<file path="src/rtl/halt_monitor.sv">
// Halt monitor: stops the core on a run of NOPs, a misaligned fetch PC or (HALT_CYCLE_LIMIT_EN) a cycle budget.
// Latency: w_halt/w_cause/w_halt_pc register one clock after the offending issue cycle; w_led is decoded from registers.
// Backpressure: none; observes the issue stream only and never stalls it.
module halt_monitor #(
   parameter int unsigned NOP_LIMIT   = 6,
   parameter int unsigned CYCLE_LIMIT = 10000000
) (
   input  logic        w_clk,
   input  logic        w_rst_n,
   input  logic        w_valid,
   input  logic [31:0] w_pc,
   input  logic [31:0] w_ir,
   output logic        w_halt,
   output logic [1:0]  w_cause,
   output logic [31:0] w_cycle,
   output logic [31:0] w_halt_pc,
   output logic [15:0] w_led
);

   typedef enum logic [1:0] {
      IDLE   = 2'd0,
      RUN    = 2'd1,
      HALTED = 2'd2
   } state_t;

   localparam logic [1:0] CAUSE_NOP   = 2'd1;
   localparam logic [1:0] CAUSE_ALIGN = 2'd2;
   localparam logic [1:0] CAUSE_LIMIT = 2'd3;
   localparam logic [7:0] NOP_MAX     = NOP_LIMIT[7:0];

`ifdef HALT_CYCLE_LIMIT_EN
   localparam bit LIMIT_EN = 1'b1;
`else
   localparam bit LIMIT_EN = 1'b0;
`endif

   state_t      state_q, state_d;
   logic [7:0]  nop_q, nop_d;
   logic [31:0] cycle_q, cycle_d;
   logic [1:0]  cause_q, cause_d;
   logic [31:0] hpc_q, hpc_d;

   logic        active;
   logic        is_nop;
   logic [7:0]  nop_inc;
   logic [31:0] cycle_inc;
   logic        ev_align, ev_nop, ev_limit;

   always_comb begin
      state_d   = state_q;
      nop_d     = nop_q;
      cycle_d   = cycle_q;
      cause_d   = cause_q;
      hpc_d     = hpc_q;

      // The first valid issue in IDLE already counts as a RUN cycle.
      active    = (state_q == RUN) || ((state_q == IDLE) && w_valid);
      is_nop    = w_valid && (w_ir == 32'd0);
      nop_inc   = (nop_q >= NOP_MAX) ? NOP_MAX : nop_q + 8'd1;
      cycle_inc = (&cycle_q) ? cycle_q : cycle_q + 32'd1;

      ev_align  = w_valid && (w_pc[1:0] != 2'b00);
      ev_nop    = is_nop && (nop_q < NOP_MAX) && (nop_inc == NOP_MAX);
      // Judged on the value being written so the counter freezes at CYCLE_LIMIT+1.
      ev_limit  = LIMIT_EN && (cycle_inc > CYCLE_LIMIT);

      if (active) begin
         state_d = RUN;
         cycle_d = cycle_inc;
         if (w_valid) begin
            nop_d = is_nop ? nop_inc : 8'd0;
         end
         if (ev_align || ev_nop || ev_limit) begin
            state_d = HALTED;
            hpc_d   = w_pc;
            if (ev_align) begin
               cause_d = CAUSE_ALIGN;
            end else if (ev_nop) begin
               cause_d = CAUSE_NOP;
            end else begin
               cause_d = CAUSE_LIMIT;
            end
         end
      end
   end

   always_ff @(posedge w_clk or negedge w_rst_n) begin
      if (!w_rst_n) begin
         state_q <= IDLE;
         nop_q   <= 8'd0;
         cycle_q <= 32'd0;
         cause_q <= 2'd0;
         hpc_q   <= 32'd0;
      end else begin
         state_q <= state_d;
         nop_q   <= nop_d;
         cycle_q <= cycle_d;
         cause_q <= cause_d;
         hpc_q   <= hpc_d;
      end
   end

   assign w_halt    = (state_q == HALTED);
   assign w_cause   = cause_q;
   assign w_cycle   = cycle_q;
   assign w_halt_pc = hpc_q;
   assign w_led     = w_halt ? {cause_q, hpc_q[15:2]} : {2'b00, cycle_q[23:10]};

endmodule

</file>
<file path="config.mk">
export PLATFORM = sky130hd
export DESIGN_NAME = halt_monitor
export DESIGN_NICKNAME = d
export VERILOG_FILES = /design/src/rtl/halt_monitor.sv
export SDC_FILE = /design/constraint.sdc
export NUM_CORES = 1
export LEC_CHECK = 0
export ABC_AREA = 1
export ABC_CLOCK_PERIOD_IN_PS = 3250
export BUFFER_PORTS_ARGS = -buffer_cell sky130_fd_sc_hd__clkbuf_2
export CORE_MARGIN = 2
export CORE_UTILIZATION = 56
export CTS_BUF_LIST = sky130_fd_sc_hd__clkbuf_4 sky130_fd_sc_hd__clkbuf_8
export DETAILED_ROUTE_END_ITERATION = 16
export PLACE_DENSITY = 0.89
export SLEW_MARGIN = 20
export SYNTH_ARGS = -nofsm -noshare
export SYNTH_HDL_FRONTEND = slang
export SYNTH_SLANG_ARGS = --single-unit
</file>
<file path="constraint.sdc">
create_clock -name w_clk -period 3.25 [get_ports w_clk]
set_clock_uncertainty 0.05 [all_clocks]
set_input_delay 0.325 -clock w_clk [delete_from_list [all_inputs] [get_ports w_clk]]
set_output_delay 0.325 -clock w_clk [all_outputs]
set_load 0.05 [all_outputs]
</file>
Yosys cells after proc, flatten, opt, wreduce, memory -nomap -nowiden
Index checks and enable logic that the tools add are counted.

Word-level logic and storage cells: 33. Bits in registers: 76. Output and inout port bits: 83. Input port bits: 67.

Bitwise logic cells: 1. Equal/unequal tests: 3. Multiplexer cells: 6. Add/sub/neg operators: 2. $lt $le $gt $ge: 2. Reductions and logical operators: 14.

Operators by type and width (number): adder 32 x 1 -> 32 bit, second input constant (1); zero test 32 bit (1); AND reduction 32 bit (1); two-way mux 16 bit (1); two-way mux 8 bit (2); adder 8 x 1 -> 8 bit, second input constant (1); equality test 8 x 3 -> 1 bit, second input constant (1); greater-or-equal comparator 8 x 3 -> 1 bit, second input constant (1); < comparator 8 x 3 -> 1 bit, second input constant (1); two-way mux 2 bit (3); AND reduction 2 bit (3); logical AND 1 bit (5); equality test 2 x 1 -> 1 bit, second input constant (1); equality test 2 bit, second input constant (1); zero test 2 bit (1); logical OR 1 bit (2); nonzero test 2 bit (1); NOT 1 bit (1).

Depth between registers and ports, before layout
Gate-level depths: netlist (run 1).

Word-level depth: 6. Mapped depth: 11. Gate-level depth less buffers: 10.

Worst setup path after synthesis (run 1)
No wires, ideal clock.

Path type: register to output. Start point: register state_q[1]. End point: output w_led[10]. Required time: 2875 ps. Arrival time: 2102 ps. Path slack: 773 ps. Cell stages (with the launch flop): 5. Buffers on the path: 1. Cells stage by stage: dfrtp_1 inv_1 nor2_1 clkbuf_1 o21ai_0.

Word-level cells in the longest chain between the ends: 2.

RTL lines: from (decl) (RTL line 37) `state_t state_q, state_d;`; from (signal assigned) (RTL line 95) `state_q <= state_d;`; equality test 2 bit (RTL line 103) `assign w_halt = (state_q == HALTED);`; named net w_halt (RTL line 13) `output logic w_halt,`; two-way mux 16 bit (RTL line 107) `assign w_led = w_halt ? {cause_q, hpc_q[15:2]} : {2'b00, cycle_q[23:10]};`; to (decl) (RTL line 17) `output logic [15:0] w_led`.

The timed path passes the listed nets, and every way through them passes these cells.

Final worst setup path (run 1)
Start point: register nop_q[0]. End point: register hpc_q[9] (netlist: w_halt_pc[9]).

Word-level cells in the longest chain between the ends: 6. Elaborated cells on any way between the ends: 9. Those cells by class: 1 x add/sub; 2 x order compare; 1 x eq/ne; 1 x mux; 4 x reduce/logical.

RTL lines: from (decl) (RTL line 38) `logic [7:0] nop_q, nop_d;`; from (signal assigned) (RTL line 96) `nop_q <= nop_d;`; adder 8 x 1 -> 8 bit / greater-or-equal comparator 8 x 3 -> 1 bit (equally long branches) (RTL line 59) `nop_inc = (nop_q >= NOP_MAX) ? NOP_MAX : nop_q + 8'd1;`; two-way mux 8 bit (RTL line 59); equality test 8 x 3 -> 1 bit (RTL line 63) `ev_nop = is_nop && (nop_q < NOP_MAX) && (nop_inc == NOP_MAX);`; logical AND 1 bit (*) (RTL line 63); logical OR 1 bit (*) (RTL line 73) `if (ev_align || ev_nop || ev_limit) begin`; AND reduction 2 bit (no line) (*); to (signal assigned) (RTL line 99) `hpc_q <= hpc_d;`; to (decl) (RTL line 41) `logic [31:0] hpc_q, hpc_d;`.

Mark *: on every way between the ends. The rest lies on a longest branch, timed or not. A chain may end at the register's enable or synchronous reset.

==> results of run 1 <==
[cell type report]
cell class / count / area, um2
Multi-Input combinational cell: 442 / 1980
Fill cell: 620 / 2100
Sequential cell: 76 / 1900
Timing Repair Buffer: 152 / 771
Clock buffer: 10 / 131
Clock inverter: 6 / 46.3
Tap cell: 99 / 124
Inverter: 50 / 190
[cells by family (layout without fill, tap and decap cells)]
kind of cell    count (synthesis)  count (layout)
fa+ha+maj                       3               3
xor+xnor                       15              15
flops                          76              76
simple gates                  377             377
buf+inv                        68             218
compound gates                 47              47
[worst reg2reg max path: cells and delay by family (launching register included)]
family,cells,cell delay [ns]
and+or+nand+nor,4,1.05
AOI/OAI and AO/OA,1,0.41
DFF,1,0.38
adders and majority gates,1,0.26
buffers and inverters,1,0.12
[routing by layer]
layer,wire length [um],GRT usage,vias up,share of wire
met2,5630,0.478,238,0.48
met4,156,0.0744,0,0.013
met5,0,0,-,0
met1,4750,0.402,2062,0.40
met3,1220,0.0643,26,0.10
li1,-,-,2135,-
[registers in the layout, indices dropped and copies added, names as in the netlist]
name / cells
w_cycle: 32
w_halt_pc: 32
nop_q: 8
state_q: 2
w_cause: 2
[placed cells by master (no fill, tap or decap)]
cell,synthesis,layout
sky130_fd_sc_hd__nor4_1,2,2
sky130_fd_sc_hd__o22ai_1,2,2
sky130_fd_sc_hd__nor2_1,76,75
sky130_fd_sc_hd__nand2_1,217,217
sky130_fd_sc_hd__clkinv_2,0,1
sky130_fd_sc_hd__or2_1,1,1
sky130_fd_sc_hd__ha_1,3,3
sky130_fd_sc_hd__nand3b_1,5,5
sky130_fd_sc_hd__xor2_1,13,13
sky130_fd_sc_hd__o31ai_1,1,1
sky130_fd_sc_hd__clkbuf_4,0,1
sky130_fd_sc_hd__and2_0,1,1
sky130_fd_sc_hd__clkinv_4,0,1
sky130_fd_sc_hd__inv_4,1,1
sky130_fd_sc_hd__clkbuf_8,0,9
sky130_fd_sc_hd__o21ai_0,30,30
sky130_fd_sc_hd__o21ai_1,10,10
sky130_fd_sc_hd__a21boi_0,1,1
sky130_fd_sc_hd__nor2_2,3,4
sky130_fd_sc_hd__inv_6,0,2
sky130_fd_sc_hd__nand3_1,50,50
sky130_fd_sc_hd__nor3_1,12,12
sky130_fd_sc_hd__xnor2_1,2,2
sky130_fd_sc_hd__clkinvlp_4,0,2
sky130_fd_sc_hd__buf_4,0,4
sky130_fd_sc_hd__clkbuf_2,0,148
sky130_fd_sc_hd__dfrtp_1,76,76
sky130_fd_sc_hd__nand2_2,2,2
sky130_fd_sc_hd__nand2_4,1,1
sky130_fd_sc_hd__a21oi_1,3,3
sky130_fd_sc_hd__nand3_4,1,1
sky130_fd_sc_hd__or2_2,1,1
sky130_fd_sc_hd__inv_2,1,1
sky130_fd_sc_hd__inv_1,48,48
sky130_fd_sc_hd__nand4_1,5,5
[where the power goes]
group	switching [mW]	internal (mW)	leakage (nW)
combinational	0.191	0.0716	1.75
sequential	0.0207	0.971	0.944
clock	0.381	0.291	0.0867
[final timing paths]
check                         start           end  cells past startpoint
hold / removal              w_rst_n   w_cycle[29]                      1
min in group w_clk          w_pc[8]  w_halt_pc[8]                      3
setup / recovery           nop_q[0]  w_halt_pc[9]                      7
hold reg to reg            nop_q[3]      nop_q[3]                      2
max in group asynchronous   w_rst_n      nop_q[0]                      1
setup reg to reg           nop_q[0]  w_halt_pc[9]                      7
[metrics by stage]
stage                      util  setup WS (ns)
after floorplan               -          0.773
after global placement    0.685           1.06
after detailed placement  0.685          0.975
after CTS                 0.710          0.944
after global routing      0.710          0.737
final                     0.710          0.930
==> qor.csv, run 1 <==
metric,value,unit
finalSetupTns,0,ns
vdd.ir_drop.worst,0.298,mV
synth_largest_area_cell,sky130_fd_sc_hd__dfrtp_1,
synth_area,4190,um2
outcome,"complete, no violations",
routed_wl,11800,um
worst_slew_margin_rel,0.371,
setup_repair_after_global_routing_missed_its_margin,no,
wl_per_cell,14.1,um
cpMostUsedCell,sky130_fd_sc_hd__nand2_1,
drive_above_1_share,0.243,
synth_cell_type_count,31,
drt_first_iter_violations,396,
ys_warn_count,0,
synth_async_sr_flop_share,1.00,
worst_hold_path_type,primary input to async pin,
synth_edf_count,0,
die_area,8190,um2
maxSlewViolCount,0,
timing.final.crit_share,0.714,
synth-seq-area-share,0.454,
overflow,0,
cts.clk_slew.worst_paths,0.09,ns
synthCells,586,
clkSinkCount,76,
timing.max_cap.violations,0,
postRouteAntennaNets,0,
power.leakage,2.78,nW
cts-root-to-sink-buffers,2,
setup_violations,0,
stdcell_area,5150,um2
drtPass1Iterations,6,
synth-compound-area-share,0.0580,
tritoncts,yes,
max_stage_delay,0.44,ns
worstPathMaxFanout,36,
grt_first_pass_wirelength,19700,um
fp.dieH,90.5,um
drc,0,
timing.critical_path.buf_inv,1,
clock_latency_on_the_worst_skew_pair,0.35,ns
core.rowCount,31,
instances_no_fill,835,
synthSimpleGateAreaFrac,0.375,
ys_top_cells_by_area,"sky130_fd_sc_hd__dfrtp_1 (45%), sky130_fd_sc_hd__nand2_1 (19%), sky130_fd_sc_hd__nor2_1 (6.8%)",
boundaryPins,150,
cts.htree.levels,3,
grt_use_total,0.294,
worst_ep_arrival_time,2.57,ns
hold_slack,0.0569,ns
postSynthRegisterBits,76,
setup.reg_to_reg.worst_slack,0.93,ns
synth_adder_area_share,0.00896,
detailroute.via_count,4461,
critical_path.endpoint_type,flip-flop,
final.min_clock_period,2.32,ns
hold_viol,0,
critical_path_class,flip-flop to flip-flop,
ys_dominant_reg_cell,sky130_fd_sc_hd__dfrtp_1,
post_synth_xor_area_fraction,0.0314,
routed_via_density,5.34,
grt_start_max_net_pins,77,
powerDensity,374,nW/um2
antenna-diode-count,0,
fp.coreArea,7250,um2
cts-hold-fix-buffers,0,
numCtsBuffers,9,
die-width,90.5,um
critPathRequiredTime,3.50,ns
syn_area_per_cell,7.15,um2
critical_path_top_delay_cell,sky130_fd_sc_hd__nand2_4,
post-cts-setup-buffers,0,
clock_tree.root_cell,sky130_fd_sc_hd__clkbuf_8,
globalplace.congestion,0.930,
dp_cells,819,
synth_largest_type_area_fraction,0.454,
critPathTopFamily,simple AND/OR/NAND/NOR gates,
finalPower,1.93,mW
syn_nets,656,
max_clock_freq,431,MHz
largest_family_of_logic_cells_by_synthesized_area,simple AND/OR/NAND/NOR gates,
startpoint_type,flip-flop,
critical_path.cell_chain,"inv_1, ha_1, o31ai_1, nand3_4, nand2_4, nand2_1, nand2_1",
port_buffers,149,
initial_core_util,0.577,
grt_antenna_before_repair,0,
num-nets-final,801,
grt_pass1_vias,4159,
cts_resized,0,
synth_mux_area_frac,0,
most_frequently_used_cell_type_in_the_post_synthesis_netlist,sky130_fd_sc_hd__nand2_1,
synthTopCellsByCount,"sky130_fd_sc_hd__nand2_1 (217), sky130_fd_sc_hd__dfrtp_1 (76), sky130_fd_sc_hd__nor2_1 (76), sky130_fd_sc_hd__nand3_1 (50), sky130_fd_sc_hd__inv_1 (48)",
placement.cell_area,4970,um2
worst_slew_pin_slew,0.943,ns
areaGrowthSynthToFinish,22.9,%
dp_hpwl,8750,um
No activity file was read; power rests on OpenSTA's default activity.
==> run 2, diff against run 1 <==
--- a/config.mk
+++ b/config.mk
@@ -6,13 +6,13 @@
 export NUM_CORES = 1
 export LEC_CHECK = 0
 export ABC_AREA = 1
-export ABC_CLOCK_PERIOD_IN_PS = 3250
+export ABC_CLOCK_PERIOD_IN_PS = 2220
 export BUFFER_PORTS_ARGS = -buffer_cell sky130_fd_sc_hd__clkbuf_2
 export CORE_MARGIN = 2
-export CORE_UTILIZATION = 56
+export CORE_UTILIZATION = 52
 export CTS_BUF_LIST = sky130_fd_sc_hd__clkbuf_4 sky130_fd_sc_hd__clkbuf_8
 export DETAILED_ROUTE_END_ITERATION = 16
-export PLACE_DENSITY = 0.89
+export PLACE_DENSITY = 0.83
 export SLEW_MARGIN = 20
 export SYNTH_ARGS = -nofsm -noshare
 export SYNTH_HDL_FRONTEND = slang
==> constraint.sdc (replaced) <==
create_clock -name w_clk -period 2.22 [get_ports w_clk]
set_clock_uncertainty 0.05 [all_clocks]
set_input_delay 0.222 -clock w_clk [delete_from_list [all_inputs] [get_ports w_clk]]
set_output_delay 0.222 -clock w_clk [all_outputs]
set_load 0.05 [all_outputs]
==> run 2 against run 1 <==
Net effect: global-route usage down 1.8 points; core utilization fell by 2.9 points; final cell count increased by 1.2%; power grew 57%; non-clock buffer count up 7; largest power group unchanged; critical path depth stayed put; sequential share of layout area fell by 0.96 points; highest routed layer unchanged; worst hold slack lost 0.050 ns; first-iteration DRC count fell by 5.8%; largest cell class unchanged; sequential power increased by 46%.
==> qor.csv, run 2 (synthesized netlist as in run 1, its figures left out) <==
metric,value,unit,change
port_buffers,149,,unchanged
drive_above_1_share,0.254,,was 0.243
worst_slew_pin_slew,0.482,ns,was 0.943 ns
antenna-diode-count,0,,unchanged
grt_most_used_layer,met2,,unchanged
worst_ep_arrival_time,2.20,ns,was 2.57 ns
layout_common_cells,"sky130_fd_sc_hd__nand2_1 (217), sky130_fd_sc_hd__clkbuf_2 (148), sky130_fd_sc_hd__dfrtp_1 (76)",,unchanged
most_common_cell_after_layout_fill_and_taps_aside,sky130_fd_sc_hd__nand2_1,,unchanged
grt_start_max_net_pins,77,,unchanged
critical_path.endpoint_type,flip-flop,,unchanged
drc,0,,unchanged
cts.htree.levels,3,,unchanged
detailroute.via_count,4431,,was 4461
critPathTopFamily,simple AND/OR/NAND/NOR gates,,unchanged
dp_hpwl,8970,um,was 8750 um
drt_first_iter_violations,373,,was 396
final-seq-area,1900,um2,unchanged
cts.clk_slew.worst_paths,0.09,ns,about the same
fp.dieH,93.7,um,was 90.5 um
wl_per_cell,13.9,um,was 14.1 um
routed_wl,11700,um,was 11800 um
setup_repair_after_global_routing_missed_its_margin,no,,unchanged
core.rowCount,32,,was 31
numCtsBuffers,9,,unchanged
nFillCells,692,,was 620
fp.coreArea,7770,um2,was 7250 um2
utilization,0.681,,was 0.710
finalSetupTns,0,ns,unchanged
dp_cells,828,,was 819
maxSlewViolCount,0,,unchanged
final.min_clock_period,2.02,ns,was 2.32 ns
placement.cell_area,5040,um2,was 4970 um2
critical_path_top_delay_cell,sky130_fd_sc_hd__dfrtp_1,,was sky130_fd_sc_hd__nand2_4
tritoncts,yes,,unchanged
startpoint_type,flip-flop,,unchanged
grt_first_pass_wirelength,19200,um,was 19700 um
timing.final.crit_share,0.909,,was 0.714
worst_hold_path_type,primary input to flip-flop,,was primary input to async pin
critPathRequiredTime,2.40,ns,was 3.50 ns
postRouteAntennaNets,0,,unchanged
power.leakage,2.84,nW,was 2.78 nW
hold_viol,0,,unchanged
met1_layer_usage_reported_by_global_route,0.368,,was 0.402
boundaryPins,150,,unchanged
hold_slack,0.00640,ns,was 0.0569 ns
use_met2,0.451,,was 0.478
grt_use_total,0.276,,was 0.294
drtPass1Iterations,5,,was 6
instances_no_fill,845,,was 835
post-cts-setup-buffers,0,,unchanged
num-nets-final,808,,was 801
powerDensity,572,nW/um2,was 374 nW/um2
grt_antenna_before_repair,0,,unchanged
grt.met3_usage,0.0610,,was 0.0643
final.setup.worst_slack,0.201,ns,was 0.930 ns
critical_path.cell_chain,"inv_1, ha_1, o31ai_2, nand3_4, buf_4, nand3_1, nand2_1",,"was inv_1, ha_1, o31ai_1, nand3_4, nand2_4, nand2_1, nand2_1"
finalPower,3.02,mW,was 1.93 mW
stdcell_area,5290,um2,was 5150 um2
timing.max_cap.violations,0,,unchanged
clkSinkCount,76,,unchanged
max_stage_delay,0.39,ns,was 0.44 ns
areaGrowthSynthToFinish,26.2,%,was 22.9%
critical_path_class,flip-flop to flip-flop,,unchanged
grt_pass1_vias,4207,,was 4159
worst_slew_margin_rel,0.677,,was 0.371
initial_core_util,0.539,,was 0.577
timing.critical_path.buf_inv,2,,was 1
globalplace.congestion,0.942,,was 0.930
die-width,93.7,um,was 90.5 um
place_ws,0.0976,ns,was 0.975 ns
multi_input_comb_area,2010,um2,was 1980 um2
outcome,"complete, no violations",,unchanged
die_area,8790,um2,was 8190 um2
max_clock_freq,495,MHz,was 431 MHz
routed_via_density,5.24,,was 5.34
clock_latency_on_the_worst_skew_pair,0.35,ns,about the same
clock_tree.root_cell,sky130_fd_sc_hd__clkbuf_8,,unchanged
setup_violations,0,,unchanged
overflow,0,,unchanged
worstPathMaxFanout,20,,was 36
vdd.ir_drop.worst,0.435,mV,was 0.298 mV
cts-root-to-sink-buffers,2,,unchanged
==> run 2: where the power goes <==
part	total [mW]	internal (mW)	switching, mW
registers	1.45	1.42	0.0301
logic	0.393	0.111	0.282
clock network	1.18	0.646	0.532
total	3.02	2.18	0.844
==> run 2: cell type report <==
| cell class | instances | share of cell area |
|---|---|---|
| clock inverter | 6 | 0.0168 |
| multi-input combinational | 442 | 0.380 |
| clock buffer | 10 | 0.0249 |
| inverter | 50 | 0.0360 |
| tap | 102 | 0.0241 |
| timing repair buffer | 159 | 0.159 |
| sequential | 76 | 0.360 |
==> run 2: metal layers <==
| layer | vias to the layer above | wire length (um) | part of all wire |
|---|---|---|---|
| met5 | - | 0 | 0 |
| met4 | 0 | 143 | 0.012 |
| met3 | 14 | 1070 | 0.091 |
| met2 | 197 | 5640 | 0.48 |
| met1 | 2069 | 4870 | 0.42 |
| li1 | 2151 | - | - |
==> run 2: final timing paths <==
check | slack, ns | end | depth (start not counted) | start
max | 0.20 | w_halt_pc[8] | 7 | nop_q[0]
min in group asynchronous | 0.38 | w_cycle[29] | 3 | w_rst_n
max reg2reg | 0.20 | w_halt_pc[8] | 7 | nop_q[0]
max in group asynchronous | 1.40 | w_halt_pc[7] | 3 | w_rst_n
min | 0.006 | w_halt_pc[26] | 3 | w_pc[26]
min reg2reg | 0.44 | nop_q[3] | 2 | nop_q[3]
==> run 2: worst reg2reg max path, stage by stage, from the launching register on <==
cell and delay (ns):
sky130_fd_sc_hd__dfrtp_1 0.39, sky130_fd_sc_hd__inv_1 0.12, sky130_fd_sc_hd__ha_1 0.27, sky130_fd_sc_hd__o31ai_2 0.35, sky130_fd_sc_hd__nand3_4 0.28, sky130_fd_sc_hd__buf_4 0.30, sky130_fd_sc_hd__nand3_1 0.10, sky130_fd_sc_hd__nand2_1 0.06
==> run 2: timing repair <==
| action | 4_1_cts | 5_1_grt |
|---|---|---|
| endpoints found under the hold margin | 76 | 0 |
| endpoints found under the setup margin | 0 | 34 |
| hold buffers | 1 | 0 |
| resized for setup | 0 | 3 |
==> run 3, diff against run 2 <==
--- a/config.mk
+++ b/config.mk
@@ -11,8 +11,10 @@
 export CORE_MARGIN = 2
 export CORE_UTILIZATION = 52
 export CTS_BUF_LIST = sky130_fd_sc_hd__clkbuf_4 sky130_fd_sc_hd__clkbuf_8
+export CTS_CLUSTER_DIAMETER = 60
 export DETAILED_ROUTE_END_ITERATION = 16
 export PLACE_DENSITY = 0.83
+export RECOVER_POWER = 25
 export SLEW_MARGIN = 20
 export SYNTH_ARGS = -nofsm -noshare
 export SYNTH_HDL_FRONTEND = slang
==> constraint.sdc (replaced) <==
create_clock -name w_clk -period 2.22 [get_ports w_clk]
set_clock_uncertainty 0.05 [all_clocks]
set_input_delay 0.333 -clock w_clk [delete_from_list [all_inputs] [get_ports w_clk]]
set_output_delay 0.333 -clock w_clk [all_outputs]
set_load 0.05 [all_outputs]
==> run 3 against run 2 <==
Net effect: die area is the same; first-iteration DRC count shrank 14%; sequential power is essentially flat; count of clock-buffer cells in the layout is the same; flip-flop and latch count is the same; highest routed layer unchanged.
==> qor.csv, run 3 (synthesized netlist as in run 1, its figures left out) <==
metric,value,unit,change
hold_viol,0,,unchanged
stdcell_area,5250,um2,was 5290 um2
power.leakage,2.82,nW,was 2.84 nW
drive_above_1_share,0.254,,about the same
use_met2,0.455,,was 0.451
max_stage_delay,0.42,ns,was 0.39 ns
grt_start_max_net_pins,41,,was 77
grt_antenna_before_repair,0,,unchanged
layout_common_cells,"sky130_fd_sc_hd__nand2_1 (217), sky130_fd_sc_hd__clkbuf_2 (149), sky130_fd_sc_hd__dfrtp_1 (76)",,"was sky130_fd_sc_hd__nand2_1 (217), sky130_fd_sc_hd__clkbuf_2 (148), sky130_fd_sc_hd__dfrtp_1 (76)"
boundaryPins,150,,unchanged
critical_path_top_delay_cell,sky130_fd_sc_hd__dfrtp_1,,unchanged
timing.max_cap.violations,0,,unchanged
final.min_clock_period,2.06,ns,was 2.02 ns
worst_hold_path_type,primary input to flip-flop,,unchanged
setup_violations,0,,unchanged
globalplace.congestion,0.922,,was 0.942
post-cts-setup-buffers,0,,unchanged
drt_first_iter_violations,320,,was 373
most_common_cell_after_layout_fill_and_taps_aside,sky130_fd_sc_hd__nand2_1,,unchanged
placement.cell_area,5040,um2,about the same
finalPower,2.84,mW,was 3.02 mW
postRouteAntennaNets,0,,unchanged
critical_path.cell_chain,"ha_1, nand3_1, inv_1, nand2_1, nor2_2, nand2_1, nand2_4, buf_4, nor2_1, nand2_1, nand2_1",,"was inv_1, ha_1, o31ai_2, nand3_4, buf_4, nand3_1, nand2_1"
worst_slew_margin_rel,0.375,,was 0.677
maxSlewViolCount,0,,unchanged
dp_hpwl,9090,um,was 8970 um
cts.htree.levels,3,,unchanged
fp.dieH,93.7,um,unchanged
num-nets-final,809,,was 808
drtPass1Iterations,5,,unchanged
cpMostUsedCell,sky130_fd_sc_hd__nand2_1,,
setup_repair_after_global_routing_missed_its_margin,no,,unchanged
core.rowCount,32,,unchanged
die_area,8790,um2,unchanged
critical_path_class,flip-flop to flip-flop,,unchanged
outcome,"complete, no violations",,unchanged
clkSinkCount,76,,unchanged
routed_wl,11800,um,was 11700 um
clock_tree.root_cell,sky130_fd_sc_hd__clkbuf_8,,unchanged
worst_ep_arrival_time,2.25,ns,was 2.20 ns
antenna-diode-count,0,,unchanged
routed_via_density,5.24,,about the same
cts-root-to-sink-buffers,2,,unchanged
max_clock_freq,485,MHz,was 495 MHz
numCtsBuffers,9,,unchanged
worstPathMaxFanout,12,,was 20
grt.met3_usage,0.0562,,was 0.0610
drc,0,,unchanged
startpoint_type,flip-flop,,unchanged
clock_latency_on_the_worst_skew_pair,0.35,ns,about the same
areaGrowthSynthToFinish,25.3,%,was 26.2%
port_buffers,149,,unchanged
powerDensity,541,nW/um2,was 572 nW/um2
grt_use_total,0.281,,was 0.276
initial_core_util,0.539,,unchanged
worst_slew_pin_slew,0.937,ns,was 0.482 ns
detailroute.via_count,4435,,was 4431
tritoncts,yes,,unchanged
overflow,0,,unchanged
grt_most_used_layer,met2,,unchanged
cts.clk_slew.worst_paths,0.09,ns,about the same
utilization,0.675,,was 0.681
met1_layer_usage_reported_by_global_route,0.372,,was 0.368
critical_path.endpoint_type,flip-flop,,unchanged
die-width,93.7,um,unchanged
grt_first_pass_wirelength,19500,um,was 19200 um
timing.final.crit_share,0.929,,was 0.909
critPathRequiredTime,2.40,ns,about the same
wl_per_cell,13.9,um,about the same
vdd.ir_drop.worst,0.445,mV,was 0.435 mV
fp.coreArea,7770,um2,unchanged
grt_pass1_vias,4256,,was 4207
-- run 3: path summary, 6_finish.rpt --
| kind | cells after the start | from | endpoint | slack (ns) |
|---|---|---|---|---|
| max in group asynchronous | 3 | w_rst_n | w_halt_pc[9] | 0.35 |
| max | 11 | w_cycle[0] | w_cycle[17] | 0.16 |
| min | 3 | w_pc[31] | w_halt_pc[31] | 0.12 |
| min in group asynchronous | 2 | w_rst_n | w_cycle[25] | 0.61 |
| min reg2reg | 2 | nop_q[6] | nop_q[6] | 0.45 |
| max reg2reg | 11 | w_cycle[0] | w_cycle[17] | 0.16 |
-- run 3: critical path: cells and delay by family, from the launching register on --
kind | cells | cell delay, ns
AND/OR/NAND/NOR | 8 | 0.85
adder cells (fa/ha/maj) | 1 | 0.26
flip-flops | 1 | 0.42
buffers and inverters | 2 | 0.36
-- run 3: routing by layer --
metal  part of all wire  routed length (um)
met1               0.43                5050
met2               0.47                5570
met4              0.023                 269
met3              0.077                 904
met5                  0                   0
-- run 3: layout make-up --
class / count / area (um2)
well taps: 102 / 128
multi-input cells: 442 / 2010
inverters: 50 / 190
clock buffers: 10 / 138
clock inverters: 6 / 46.3
fillers: 685 / 2520
flip-flops and latches: 76 / 1900
repair buffers: 160 / 835
-- run 3: metrics by stage --
stage / setup TNS [ns] / setup WS [ns] / cells / hold slack (ns)
after global placement: 0 / 0.294 / 829 / 0.283
after CTS: 0 / 0.127 / 846 / 0.110
after detailed placement: 0 / 0.146 / 829 / 0.292
after floorplan: -2.12 / -0.265 / 586 / -0.0126
final: 0 / 0.157 / 846 / 0.122
after global routing: 0 / 0.000184 / 846 / 0.125
-- run 3: power breakdown --
group | internal (mW) | leakage [nW] | switching, mW
registers | 1.42 | 0.944 | 0.0287
clock network | 0.444 | 0.0893 | 0.555
logic | 0.108 | 1.79 | 0.279
total | 1.97 | 2.82 | 0.862
-- run 3: timing repair --
| action | CTS | global route |
|---|---|---|
| gates resized for setup | 0 | 4 |
| hold buffers | 1 | 0 |
| setup endpoints to repair | 0 | 63 |
| endpoints found under the hold margin | 36 | 0 |
